[src/rtl/input_debouncer_pkg.sv]
// input_debouncer_pkg: shared input-conditioning state encodings and defaults
package input_debouncer_pkg;
    typedef enum logic [1:0] {
        LOW_STABLE  = 2'b00,
        WAIT_HIGH   = 2'b01,
        HIGH_STABLE = 2'b11,
        WAIT_LOW    = 2'b10
    } state_t;
    localparam int DEBOUNCE_DEFAULT = 1000000;
endpackage

[src/rtl/input_debouncer_if.sv]
// input_debouncer_if: raw button in, debounced level and edge pulses out
interface input_debouncer_if;
    logic btn_raw;
    logic signal;
    logic sig_rise;
    logic sig_fall;
    logic busy;
    modport master (output btn_raw, input signal, sig_rise, sig_fall, busy);
    modport slave (input btn_raw, output signal, sig_rise, sig_fall, busy);
endinterface

[src/rtl/input_debouncer_sync_2ff.sv]
// sync_2ff: two-flop synchronizer for one asynchronous bit
module sync_2ff (
    input  logic clk,
    input  logic rst,
    input  logic d,
    output logic q
);
    logic sync1;
    always_ff @(posedge clk or negedge rst) begin
        if (!rst) begin
            sync1 <= 1'b0;
            q     <= 1'b0;
        end else begin
            sync1 <= d;
            q     <= sync1;
        end
    end
endmodule

[src/rtl/input_debouncer.sv]
// input_debouncer: qualifies a raw level for DEBOUNCE_CYCLES cycles before accepting it
module input_debouncer
    import input_debouncer_pkg::*;
#(
    parameter int DEBOUNCE_CYCLES = DEBOUNCE_DEFAULT,
    parameter int CNT_W           = 24
) (
    input logic clk,
    input logic rst,
    input_debouncer_if.slave bus
);
    localparam logic [CNT_W-1:0] LAST = CNT_W'(DEBOUNCE_CYCLES - 1);
    logic             sync2;
    state_t           state_q, state_d;
    logic [CNT_W-1:0] cnt_q, cnt_d;
    logic             signal_q, signal_d, rise_q, rise_d, fall_q, fall_d;
    sync_2ff u_sync (.clk(clk), .rst(rst), .d(bus.btn_raw), .q(sync2));
    always_ff @(posedge clk or negedge rst) begin
        if (!rst) begin
            state_q  <= LOW_STABLE;
            cnt_q    <= '0;
            signal_q <= 1'b0;
            rise_q   <= 1'b0;
            fall_q   <= 1'b0;
        end else begin
            state_q  <= state_d;
            cnt_q    <= cnt_d;
            signal_q <= signal_d;
            rise_q   <= rise_d;
            fall_q   <= fall_d;
        end
    end
    // the counter is entered at 1, so LAST is reached after DEBOUNCE_CYCLES matching samples
    always_comb begin
        state_d  = state_q;
        cnt_d    = cnt_q;
        signal_d = signal_q;
        rise_d   = 1'b0;
        fall_d   = 1'b0;
        case (state_q)
            LOW_STABLE: begin
                state_d = sync2 ? WAIT_HIGH : LOW_STABLE;
                cnt_d   = sync2 ? CNT_W'(1) : '0;
            end
            WAIT_HIGH: begin
                if (!sync2) begin
                    state_d = LOW_STABLE;
                    cnt_d   = '0;
                end else if (cnt_q == LAST) begin
                    state_d  = HIGH_STABLE;
                    cnt_d    = '0;
                    signal_d = 1'b1;
                    rise_d   = 1'b1;
                end else begin
                    cnt_d = cnt_q + 1'b1;
                end
            end
            HIGH_STABLE: begin
                state_d = sync2 ? HIGH_STABLE : WAIT_LOW;
                cnt_d   = sync2 ? '0 : CNT_W'(1);
            end
            WAIT_LOW: begin
                if (sync2) begin
                    state_d = HIGH_STABLE;
                    cnt_d   = '0;
                end else if (cnt_q == LAST) begin
                    state_d  = LOW_STABLE;
                    cnt_d    = '0;
                    signal_d = 1'b0;
                    fall_d   = 1'b1;
                end else begin
                    cnt_d = cnt_q + 1'b1;
                end
            end
            default: begin
                state_d  = LOW_STABLE;
                cnt_d    = '0;
                signal_d = 1'b0;
            end
        endcase
    end
    assign bus.signal   = signal_q;
    assign bus.sig_rise = rise_q;
    assign bus.sig_fall = fall_q;
    assign bus.busy     = (state_q == WAIT_HIGH) || (state_q == WAIT_LOW);
endmodule

[src/flat_wrapper.sv]
// flat-port wrapper written by rule: the top's interface ports become plain ports
module input_debouncer_flat import input_debouncer_pkg::*;
#(
    parameter int DEBOUNCE_CYCLES = DEBOUNCE_DEFAULT,
    parameter int CNT_W           = 24
)
  (clk, rst, bus_btn_raw, bus_signal, bus_sig_rise, bus_sig_fall, bus_busy);
  input_debouncer_if bus_i ();
  input logic clk;
  input logic rst;
  input wire logic [$bits(bus_i.btn_raw)-1:0] bus_btn_raw;
  output wire logic [$bits(bus_i.signal)-1:0] bus_signal;
  output wire logic [$bits(bus_i.sig_rise)-1:0] bus_sig_rise;
  output wire logic [$bits(bus_i.sig_fall)-1:0] bus_sig_fall;
  output wire logic [$bits(bus_i.busy)-1:0] bus_busy;
  assign bus_i.btn_raw = bus_btn_raw;
  assign bus_signal = bus_i.signal;
  assign bus_sig_rise = bus_i.sig_rise;
  assign bus_sig_fall = bus_i.sig_fall;
  assign bus_busy = bus_i.busy;
  input_debouncer #(.DEBOUNCE_CYCLES(DEBOUNCE_CYCLES), .CNT_W(CNT_W)) u_core (.clk(clk), .rst(rst), .bus(bus_i));
endmodule
[config.mk]
export PLATFORM = sky130hd
export DESIGN_NAME = input_debouncer_flat
export DESIGN_NICKNAME = d
export VERILOG_FILES = /design/src/rtl/input_debouncer_pkg.sv /design/src/rtl/input_debouncer_if.sv /design/src/rtl/input_debouncer_sync_2ff.sv /design/src/rtl/input_debouncer.sv /design/src/flat_wrapper.sv
export SDC_FILE = /design/constraint.sdc
export NUM_CORES = 1
export LEC_CHECK = 0
export BUFFER_PORTS_ARGS = -buffer_cell sky130_fd_sc_hd__buf_2
export CAP_MARGIN = 20
export CORE_MARGIN = 2
export CORE_UTILIZATION = 40
export DETAILED_ROUTE_END_ITERATION = 7
export SETUP_SLACK_MARGIN = 0.4
export SYNTH_ARGS = -nofsm -noshare
export SYNTH_HDL_FRONTEND = slang
export SYNTH_SLANG_ARGS = --single-unit
[constraint.sdc]
create_clock -name clk -period 2.5 [get_ports clk]
set_input_delay 0.5 -clock clk [delete_from_list [all_inputs] [get_ports clk]]
set_output_delay 0.5 -clock clk [all_outputs]
set_load 0.005 [all_outputs]
### Word level (Yosys, flattened, before mapping)

Cells that the tools add are included.

* input bits: 3
* flip-flop bits (word level): 31

* muxes and demuxes: 23
* add/sub/neg operators: 1
* equality and inequality tests: 10
* reduce and logical (&&, ||, !) cells: 5

Operators by type and width (number)
* $pmux W24 S4: 1
* $mux W24: 3
* $add A24 B1 Y24 const B: 1
* $eq A24 B20 Y1 const B: 1
* $mux W1: 13
* $mux W2: 4
* $pmux W2 S4: 1
* $ne A3 B2 Y1 const B: 2
* $reduce_and A5 Y1: 1
* $eq A2 B2 Y1 const B: 2
* $ne A2 B1 Y1 const B: 2
* $ne A2 B2 Y1 const B: 2
* $eq A2 B1 Y1 const B: 1
* $logic_not A2 Y1: 1
* $pmux W1 S2: 1
* $reduce_and A2 Y1: 1
* $reduce_bool A2 Y1: 1
* $logic_or A1 B1 Y1: 1

### Longest topological paths before layout

* depth in word-level cells: 4
* mapped depth: 6
* depth with buffers taken out: 5

### Modules after synthesis

Synthesis repeated with hierarchy kept, for this count alone.

* cell total of the unflattened synthesis: 167
* area, all modules: 1591.5 µm²

Modules (own cells, without submodules)
* input_debouncer: instances 1, cells an instance 165, area each 1541.5 µm²
* sync_2ff: instances 1, cells an instance 2, area each 50.0 µm²

### Least setup slack after synthesis

Ideal clock, no wire load.

* path type: register to register
* start point: register u_core.cnt_q[0]
* end point: register u_core.cnt_q[20]
* stages on the path, launching flop included: 7
* required time: 2.422 ns
* arrival time: 1.902 ns
* library setup time: 0.078 ns
* buffers on the path: 1
* path slack: 0.520 ns
* cells stage by stage: dfrtp_1 > ha_1 > inv_1 > or4_1 > clkbuf_1 > or4_1 > a21oi_1

* longest elaborated chain between the ends: 4
* elaborated cells on any way between the ends: 6

RTL lines
* start: declaration: line input_debouncer.sv:15 `logic [CNT_W-1:0] cnt_q, cnt_d;`
* start signal: assignment: line input_debouncer.sv:27 `cnt_q <= cnt_d;`
* $add A24 B1 Y24 / $eq A24 B20 Y1 (equally long branches)
* $mux W24 (*): line input_debouncer.sv:49, input_debouncer.sv:66
* $mux W24, on equally long branches: line input_debouncer.sv:63, input_debouncer.sv:46
* $pmux W24 S4 (*): line input_debouncer.sv:40 `case (state_q)`
* via u_core.cnt_d[20]: line input_debouncer.sv:15

The timed path passes the listed nets; every way through them passes the cells marked *.
A chain may end at the register's enable or synchronous reset.

### Worst setup path after layout

* start point: register u_core.cnt_q[1]
* end point: register u_core.cnt_q[22]

The elaborated chain is that of the path after synthesis.

==> results.md <==
- Outcome: finished, final reports clean
- Final Critical Period: slightly below 2 ns
- FF+latch area: 781 um2
- Antenna cells: 0
- Worst-Margin Slew: approximately 0.67 ns
- CTS root buffer: clkbuf_8
- R2R cell count: 5
- Layout cell share with drive strength beyond 1: 18.6%
- Reg2Reg Launch Point: u_core.cnt_q[1]
- Worst min-delay path class: input pin to asynchronous set/reset pin
- Nature of the critical path startpoint: flop
- Arr. time, crit path: 2.19 ns
- Setup WS pre-CTS: 0.310 ns
- TNS Setup: 0 ns
- Required @ worst endpoint: between 2 and 3 ns
- # nets final: 180
- Worst slew margin: 55.3%
- Post-route DRC: 0
- Top cells by area, synth: dfrtp_1, nor2_1, ha_1, xnor2_1, a21oi_1
- Worst r2r dst: u_core.cnt_q[22]
- Yosys reg bits: 31
- Boundary pin count: 7
- Finished Cell Area: 1830 um2
- Die Y: roughly 67 um
- Port bufs: 6
- CP Cell Sequence: ha_4 > inv_1 > or4_4 > or4_1 > a21oi_1
- Routed WL per cell: ~14 um
- Routability cong.: about 0.88
- Lkg Pwr: around 0.0007 uW
- Power per cell area: 706 nW/um2
- Die X-Extent: roughly 67 um
- Fin crit share: between 70% and 80%
- Num CTS Buffers: 5
- R2r setup slk: about 0.51 ns
- H-tree Lvls: 2
- Core area: around 3700 um2
- Ys Warns: 0
- Seq/Total Area, Yosys: 48.8%
- Drt total wl: 2.97 mm
- Setup violators final: 0
- Avg Inst Size Synth: around 9.9 um2
- Via count: about 1200
- Endpoints failing hold: 0
- Vias in the first global route: around 1200
- Kind of critical path: flop to flop
- Setup WS post-layout: ~0.51 ns
- Skew final: between 0.004 and 0.005 ns
- CTS tree: done
- Unique cell type count in the Yosys netlist: 33
- Row cnt: 22
- VDD IR max: 511 uV
- Fillcell total: roughly 370
- Starting DRT DRC Count: between 70 and 80
- CP max FO: 11
- Max_cap viols: 0
- Area delta synth->final: 15.2%
- First-pass GRT wire length: between 5 and 6 mm
- Die ar.: between 4000 and 5000 um2
- Clk_lat worst skew: 0.28 ns
- Residual overflow from global routing: 0
- Antenna violations before repair: 0
- CTS max path bufs: 2
- Post-synth net total: 169
- Commonest cells post-synth: dfrtp_1, nor2_1, a21oi_1, nand2_1, nand3_1
- Post-Syn Instances: 160
- CTS sink cnt: 31
- Dpl cell area: around 1700 um2
- CP max-delay cell: or4_4
- Total power draw: around 1300 uW
- Fmax: between 500 and 600 MHz
- Clock-pin slew of the registers on the worst-case setup and hold paths: approximately 0.070 ns
- Synth top area share: between 40% and 50%
- Post-synthesis cell area: approximately 1600 um2
- Hpwl dp: 2.04 mm
- Vias/cell: roughly 5.5
- Fin util: 48.9%
- Overall routing resource usage: around 16%
- CP peak stage delay: roughly 0.60 ns
- Antenna Violating Nets Remaining: 0
- Max Transition Viols Final: 0
- Largest net degree at the start of global routing: 32
- Area of the multi-input gates: 790 um2
- Post-synth ARST share: 100%
- Starting density of the core: 42.4%
- Top_reg_cell synth: dfrtp_1
- Endpoint class of the critical path: flop
- Count leader, synth: dfrtp_1
- Post-synth EDFFs: 0
- RSZ-0062 raised after global routing: false
- Drt first pass iters: 4
- Synth area leader: dfrtp_1
==> report_power, final <==
group          internal, uW  leakage, uW  switching [uW]
Clock                   322    0.0000612             180
Combinational           105     0.000239             131
Sequential              525     0.000417            29.7
==> sequential cells by signal (all words and copies together) (netlist names) <==
name,cells
u_core.cnt_q,24
u_core.u_sync.sync1,1
u_core.bus.sig_rise,1
u_core.bus.signal,1
u_core.state_q,2
u_core.u_sync.q,1
u_core.bus.sig_fall,1
==> layer usage <==
| metal | GRT usage, % | up-vias | wire length (um) |
|---|---|---|---|
| met4 | 6.38 | 0 | 60 |
| met1 | 18.6 | 591 | 1320 |
| met3 | 5.74 | 8 | 119 |
| li1 | - | 599 | - |
| met5 | 0 | - | 0 |
| met2 | 25.0 | 21 | 1470 |
==> how the worst max path moves through the flow <==
stage | from | to | slack (ns) | depth (start not counted)
after detailed placement | u_core.cnt_q[0] | u_core.cnt_q[22] | 0.31 | 5
after global placement | u_core.cnt_q[0] | u_core.cnt_q[22] | 0.39 | 5
after global routing | u_core.cnt_q[1] | u_core.cnt_q[22] | 0.40 | 5
after CTS | u_core.cnt_q[0] | u_core.cnt_q[22] | 0.40 | 5
final | u_core.cnt_q[1] | u_core.cnt_q[22] | 0.51 | 5
after floorplan | u_core.cnt_q[0] | u_core.cnt_q[20] | 0.52 | 6
==> cells by family after synthesis <==
group / synth area share (%)
adders and majority gates: 4.72
xor gates and xnor gates: 6.61
AOI/OAI and AO/OA: 10.6
and+or+nand+nor: 24.8
muxes: 1.42
buffers and inverters: 3.07
DFF: 48.8
==> cell type report <==
class / count / share of cell area [%]
Inverter: 6 / 1.23
Clock inverter: 2 / 1.91
Timing Repair Buffer: 10 / 3.28
Tap cell: 48 / 3.28
Clock buffer: 6 / 4.51
Multi-Input combinational cell: 117 / 43.1
Sequential cell: 31 / 42.7
==> repair_timing <==
item | CTS | global route
resized for setup | 2 | 7
setup buffers | 0 | 2
pin swaps | 0 | 1
setup endpoints to repair | 5 | 5
hold buffers | 0 | 0
==> stage by stage <==
step / std cells / hold WS, ns
after floorplan: 160 / 0.204
after global placement: 210 / 0.338
after detailed placement: 210 / 0.343
after CTS: 218 / 0.271
after global routing: 220 / 0.299
final: 220 / 0.250
==> layout by cell type, fill, tap and decap left out, types with 3 or more instances in the layout <==
cell / instances
xor2_1: 5
dfrtp_1: 27
xnor2_1: 7
buf_4: 4
o21ai_0: 5
clkbuf_8: 6
nand2_1: 8
nand3_1: 7
nor4_1: 5
a21oi_1: 10
ha_1: 5
buf_2: 6
inv_1: 6
or4_4: 3
o31ai_1: 5
nand4_1: 5
nor3_1: 3
dfrtp_2: 4
nor2_1: 21
or3_1: 5
or4_1: 4
==> worst max-delay path: cells and delay by family (launching register included) <==
kind,cells,cell delay (ns)
simple gates,2,1.09
flops,1,0.42
buf+inv,1,0.05
compound gates,1,0.16
fa+ha+maj,1,0.19
No activity file was read; power rests on OpenSTA's default activity.
